## src/rtl/switch_responder_pkg.sv

```systemverilog
// switch_responder_pkg: IO map constants shared by the LED and switch responders
package switch_responder_pkg;
  localparam int SW_WIDTH = 16;
  localparam logic [31:0] LED_BASE = 32'hFFFFFC60;
  localparam logic [31:0] SWITCH_BASE = 32'hFFFFFC70;
  localparam logic [1:0] SW_OFS_VAL = 2'b00;
  localparam logic [1:0] SW_OFS_FLAG = 2'b10;
  typedef logic [SW_WIDTH-1:0] sw_word_t;
endpackage

```

## src/rtl/switch_responder_debounce_bit.sv

```systemverilog
// debounce_bit: two-flop synchroniser, stability counter and debounced flop for one switch
module debounce_bit #(
  parameter int DB_CYCLES = 20000,
  parameter int CNT_W = 15,
  parameter logic RST_BIT = 1'b0
) (
  input  logic clock,
  input  logic reset,
  input  logic pin_i,
  output logic deb_o,
  output logic chg_o
);
  localparam logic [CNT_W-1:0] LAST = CNT_W'(DB_CYCLES - 1);
  logic s1_q, s2_q, deb_q, deb_d;
  logic [CNT_W-1:0] cnt_q, cnt_d;
  assign chg_o = (s2_q != deb_q) && (cnt_q == LAST);
  assign deb_o = deb_q;
  always_comb begin
    cnt_d = (s2_q == deb_q || chg_o) ? '0 : cnt_q + 1'b1;
    deb_d = chg_o ? s2_q : deb_q;
  end
  always_ff @(posedge clock) begin
    if (reset) begin
      s1_q <= RST_BIT;
      s2_q <= RST_BIT;
      deb_q <= RST_BIT;
      cnt_q <= '0;
    end else begin
      s1_q <= pin_i;
      s2_q <= s1_q;
      deb_q <= deb_d;
      cnt_q <= cnt_d;
    end
  end
endmodule

```

## src/rtl/switch_responder.sv

```systemverilog
// switch_responder: debounced switch bank with sticky read-to-clear change flags
module switch_responder
  import switch_responder_pkg::*;
#(
  parameter int DB_CYCLES = 20000,
  parameter int CNT_W = 15,
  parameter logic [15:0] RST_VAL = 16'h0000
) (
  input  logic        clock,
  input  logic        reset,
  input  logic        switchcs,
  input  logic [1:0]  switaddr,
  input  logic        switread,
  input  logic [15:0] switch_i,
  output logic [15:0] switchrdata
);
  sw_word_t deb, chg, flag_q, flag_d;
  logic rd, clr;
  for (genvar i = 0; i < SW_WIDTH; i++) begin : g_bit
    debounce_bit #(.DB_CYCLES(DB_CYCLES), .CNT_W(CNT_W), .RST_BIT(RST_VAL[i])) u_bit (
      .clock(clock),
      .reset(reset),
      .pin_i(switch_i[i]),
      .deb_o(deb[i]),
      .chg_o(chg[i])
    );
  end
  // a change landing on the clearing edge survives the clear
  always_comb begin
    rd = switchcs && switread;
    clr = rd && switaddr == SW_OFS_FLAG;
    flag_d = (clr ? '0 : flag_q) | chg;
    switchrdata = !rd ? '0 : switaddr == SW_OFS_VAL ? deb : switaddr == SW_OFS_FLAG ? flag_q : '0;
  end
  always_ff @(posedge clock) begin
    if (reset) flag_q <= '0;
    else flag_q <= flag_d;
  end
endmodule

```

## config.mk

```make
export PLATFORM = sky130hd
export DESIGN_NAME = switch_responder
export DESIGN_NICKNAME = d
export VERILOG_FILES = /design/src/rtl/switch_responder_pkg.sv /design/src/rtl/switch_responder_debounce_bit.sv /design/src/rtl/switch_responder.sv
export SDC_FILE = /design/constraint.sdc
export NUM_CORES = 1
export LEC_CHECK = 0
export CAP_MARGIN = 20
export CORE_ASPECT_RATIO = 1.75
export CORE_MARGIN = 1
export CORE_UTILIZATION = 40
export CTS_CLUSTER_SIZE = 14
export DETAILED_ROUTE_END_ITERATION = 6
export GPL_TIMING_DRIVEN = 0
export MAX_ROUTING_LAYER = met4
export PLACE_DENSITY_LB_ADDON = 0.15
export RECOVER_POWER = 25
export SETUP_SLACK_MARGIN = 0.15
export SLEW_MARGIN = 10
export SYNTH_ARGS = -nofsm -noshare
export SYNTH_HDL_FRONTEND = slang
export SYNTH_HIERARCHICAL = 1
export SYNTH_SLANG_ARGS = --single-unit
```

## constraint.sdc

```tcl
create_clock -name clock -period 4.01 [get_ports clock]
set_input_delay 1.203 -clock clock [delete_from_list [all_inputs] [get_ports clock]]
set_output_delay 1.203 -clock clock [all_outputs]
set_load 0.02 [all_outputs]
```

Word-level counts from Yosys, hierarchy flattened. Index checks and enable logic that the tools add are counted.

$add $sub $neg: 16. Equality and inequality tests: 49. Mux-type cells: 4. Bitwise operators: 1. Reduce and logical (&&, ||, !) cells: 51.

Operators by type and width (number): adder 15 x 1 -> 15 bit (second input constant) (16); == test 15 bit (second input constant) (16); two-way mux 16 bit (4); OR reduction 2 bit (16); logical AND 1 bit (18); == test 1 bit (16); logical OR 1 bit (16); != test 1 bit (16); OR 16 bit (1); == test 2 bit (second input constant) (1); zero test 2 bit (1).

Bits in registers: 304. Bits of input ports: 22. Output and inout port bits: 16.

Longest topological paths before layout.
Depth after elaboration: 4. Mapped depth: 6.

By module. The synthesis kept the hierarchy.

Modules (own cells, without submodules): debounce_bit (instances 16, cells each 85, area each 799.5 um2, sequential area each 360.3 um2); switch_responder (instances 1, cells each 91, area each 810.8 um2, sequential area each 320.3 um2).

Worst setup path after synthesis. OpenSTA, ideal clock, no wires.

Path kind: in2out. From: input switaddr[0]. To: output switchrdata[10]. Arrival: 1949 ps. Required time: 2807 ps. Setup slack: 858 ps. Cell stages on the path: 4. Buffers on the path: 2. Cells stage by stage: and4bb_1 -> buf_2 -> buf_6 -> a22o_1.

Cells in the longest elaborated chain, start to end: 4.

RTL lines: from (decl) (RTL line switch_responder.sv:12) `input logic [1:0] switaddr,`; == test 2 bit (RTL line switch_responder.sv:33) `switchrdata = !rd ? '0 : switaddr == SW_OFS_VAL ? deb : switaddr == SW_OFS_FLAG ? flag_q : '0;`; two-way mux 16 bit (RTL line switch_responder.sv:33); two-way mux 16 bit * (2 in a row) (RTL line switch_responder.sv:33); to (decl) (RTL line switch_responder.sv:15) `output logic [15:0] switchrdata`.

Every way passes the cells marked *; elsewhere a longest branch is shown, timed or not.

Worst setup path after layout.
From: input switaddr[0]. To: output switchrdata[4].

Same word-level chain as after synthesis.

==> run metrics <==
setup violators final=0; Unique masters post-synth=28; Startpoint Class=input port; Syn Nets=between 1000 and 1500; CTS tree=built; clock skew=11.5 ps; worst r2r path cells=6; Die X=141 um; final net count=1559; min cycle time layout=3890 ps; Worst-Margin Slew=between 1500 and 2000 ps; Post-synth EDFFs=0; layout cells sized above 1=12.5%; Clock transition at path regs=around 60 ps; vias in the first global route=9869; unrepaired setup endpoints after global routing=yes; r2r setup slk=2150 ps; Clock Power Share=48.2%; Post-CTS Hold Buffers=0; Num CTS Buffers=30; Area after DPL=14600 sq um; clk sinks=304; post-DR vias/cell=4.98; Hold Path Origin=g_bit[13].u_bit/s1_q$_SDFF_PP0_; I/O pins=38; final instance area=15600 sq um; final wirelength=27300 um; P&R area growth vs syn=14.4%; internal power=0.00485 W; fillers=approximately 3300; Total GRT Usage=16.7%; Worst slew margin=-29.6%; Clock Tree Buf Depth=3; H-tree depth=1; Crit. End Element=output pin; setup TNS=0 ps; status=finished with violations; GRT met1 Usage=17.5%; XOR/XNOR Fraction of Synth Area=14.4%; root buf cell=clkbuf_16; reg2reg end=g_bit[9].u_bit/cnt_q[7]$_SDFF_PP0_; Synth area leaders=dfxtp_1, xnor2_1, nor2_1, nor3_1, xor2_1; WL/cell=between 10 and 15 um; Die Y=246 um; peak supply drop=370 uV; Final Cycle Share=a little over nine tenths; max-slew violations=37; cell count after synthesis=1451; FF-to-FF Start=g_bit[9].u_bit/cnt_q[0]$_SDFF_PP0_; met2 Resource Use GR=31.5%; main combinational cell family by area after synthesis=simple AND/OR/NAND/NOR gates; GR Layer Usage met3=about 2.4%; switching part of the total power=20.7%; Routed Antenna Nets=0; Post-Syn Area=13600 sq um; CP required=around 2800 ps; core area=between 30000 and 40000 sq um; Synth Area in Adders=under 10%; post-synthesis compound-gate area fraction=1.77%; initial antenna violation count=0; Total Die Area=34800 sq um; Net Sw Power=0.00127 W; first-pass GRT wire length=46400 um; fraction of registers with async set/reset=0%; DR iter-0 viols=313; mux cell area share after synthesis=1.18%; max-cap violations=1; CP cell instances=clkdlybuf4s50_1, and4b_1, buf_6, buf_12, a22o_4, clkdlybuf4s15_2; failing checks=max-capacitance violations, max-slew violations; fin worst setup slack=120 ps; worst hold endpoint=g_bit[13].u_bit/s2_q$_SDFF_PP0_; combinational share of power=approximately 2.0%; Pwr per Cell Area=just under 400 nW/um^2; Worst EP arrival=2690 ps; syn_area_per_cell=around 9.4 sq um; Post-synth top flop=dfxtp_1; Congestion Overflow GR=0; WS Path Type=input port to output pin; CP max stage cell=clkdlybuf4s50_1; pre-CTS setup slack=-453 ps; drt drc=0; via count=9958; placed cell count=1944; sequential fraction of the synthesis area=44.7%; FP Rows=89; CP Max Fanout=10; post-synth top area share=44.7%; Yosys top cell by area=dfxtp_1; hold crit path type=flop to flop; crit-path max cell delay=460 ps; worst-skew pair later-pin latency=roughly 560 ps; final hold viol count=0; Synth Warn #=6; Detail Placement HPWL=19100 um; busiest grt layer=met2; I/O Buffers=37; sequential share of power=roughly half; Leak Pwr=5.01 nW; Initial DRT Pass Iterations=4; Initial Util=40.4%; pin count of the biggest net entering global routing=66; gpl congestion=between 0.7 and 0.8; WHS Path Cells=1; register bit total from synthesis=304; Ant. Diodes=0; setup bufs post-CTS=0; Simple-Gate Fraction of Synth Area=roughly a third; Finished Layout Cells=1998; Post-Route Utilization=46.3%; fmax=approximately 0.26 GHz
==> worst max-delay path, delay by kind of cell <==
family          cells  cell delay [ps]
buf+inv             4              990
compound gates      1              270
simple gates        1              200
==> power groups by stage <==
stage | combinational, W | sequential (W) | clock [W]
2_1_floorplan | 0.0000597 | 0.00312 | 0
3_3_place_gp | 0.000121 | 0.00312 | 0
3_5_place_dp | 0.000123 | 0.00312 | 0
4_1_cts | 0.000124 | 0.00305 | 0.00308
5_1_grt | 0.000133 | 0.00305 | 0.00319
6_report | 0.000120 | 0.00305 | 0.00295
==> cells in the final DEF (no fill, tap or decap) <==
| cell | synthesis | final |
|---|---|---|
| and3_1 | 32 | 32 |
| buf_12 | 0 | 2 |
| clkinv_8 | 0 | 1 |
| ha_1 | 16 | 16 |
| nor2b_1 | 32 | 32 |
| buf_2 | 3 | 15 |
| nand2b_1 | 16 | 16 |
| nor2_1 | 208 | 208 |
| clkbuf_8 | 0 | 5 |
| nand3_1 | 80 | 80 |
| a22o_1 | 16 | 13 |
| and4b_1 | 1 | 1 |
| nor2_2 | 48 | 48 |
| clkinv_2 | 0 | 5 |
| xor2_1 | 48 | 48 |
| xnor2_1 | 176 | 176 |
| inv_1 | 64 | 64 |
| clkdlybuf4s50_1 | 0 | 20 |
| clkbuf_16 | 0 | 31 |
| nand4_4 | 16 | 16 |
| dlygate4sd2_1 | 0 | 2 |
| nand4_2 | 16 | 16 |
| nand2_2 | 16 | 11 |
| mux2i_1 | 16 | 16 |
| nand4_1 | 64 | 64 |
| nor4b_2 | 16 | 16 |
| buf_16 | 0 | 1 |
| nand2_1 | 48 | 53 |
| a22o_4 | 0 | 3 |
| o22ai_1 | 16 | 16 |
| buf_6 | 20 | 18 |
| clkbuf_1 | 2 | 12 |
| nor3_1 | 112 | 112 |
| clkdlybuf4s15_2 | 0 | 1 |
| and4_1 | 16 | 16 |
| and4bb_1 | 1 | 1 |
| nor4_1 | 48 | 48 |
| dfxtp_1 | 304 | 304 |
| bufinv_16 | 0 | 4 |
==> final cells by class <==
class                           count  area, sq um  share of cell area (%)
Buffer                             25          264                    1.70
Clock buffer                       44          875                    5.62
Clock inverter                     10          161                    1.04
Inverter                           64          240                    1.54
Multi-Input combinational cell   1058         7040                    45.3
Sequential cell                   304         6090                    39.1
Tap cell                          455          569                    3.66
Timing Repair Buffer               38          325                    2.09
==> per-layer routing <==
metal  vias up  wire (um)  part of all wire, %
met4         0        622                  2.3
met5         -          0                    0
met2        97      14600                   53
li1       5156          -                    -
met3        40        902                  3.3
met1      4665      11200                   41
==> cells in the mapped netlist, types with 2 or more instances <==
library cell,count
o22ai_1,16
nand4_2,16
xor2_1,48
nor4_1,48
nand2_2,16
and3_1,32
a22o_1,16
xnor2_1,176
nor2_1,208
nand4_1,64
clkbuf_1,2
nor4b_2,16
nor3_1,112
nor2b_1,32
and4_1,16
inv_1,64
nand3_1,80
buf_6,20
ha_1,16
nor2_2,48
nand2b_1,16
nand4_4,16
buf_2,3
nand2_1,48
dfxtp_1,304
mux2i_1,16
==> state kept, by name, summed over array words and instances, names as in the netlist <==
| signal | count |
|---|---|
| g_bit.u_bit/cnt_q | 240 |
| flag_q | 16 |
| g_bit.u_bit/deb_o | 16 |
| g_bit.u_bit/s1_q | 16 |
| g_bit.u_bit/s2_q | 16 |
==> repair_timing <==
action	CTS	global route
resized for setup	54	13
setup endpoints to repair	16	9
pin swaps	0	0
==> through the flow <==
stage               power, W  hold slack (ps)
finish               0.00613              434
global route         0.00637              454
CTS                  0.00625              439
detailed placement   0.00324              425
global placement     0.00324              417
floorplan            0.00317              414
==> worst max-delay path by stage <==
stage | start | endpoint | slack (ps) | depth (start not counted)
after floorplan | switaddr[0] | switchrdata[10] | 860 | 4
after global placement | reset | flag_q[2]$_SDFF_PP0_ | -1940 | 4
after detailed placement | switaddr[0] | switchrdata[4] | -450 | 6
after CTS | switaddr[0] | switchrdata[4] | 20 | 6
after global routing | switaddr[0] | switchrdata[4] | 70 | 6
final | switaddr[0] | switchrdata[4] | 120 | 6
==> kinds of logic after synthesis <==
kind of cell,Yosys count
AND/OR/NAND/NOR,770
flip-flops,304
XOR/XNOR,224
buffers and inverters,89
AO/OA/AOI/OAI,32
multiplexers,16
adder cells (fa/ha/maj),16
Power figures use the tool's default switching activity.
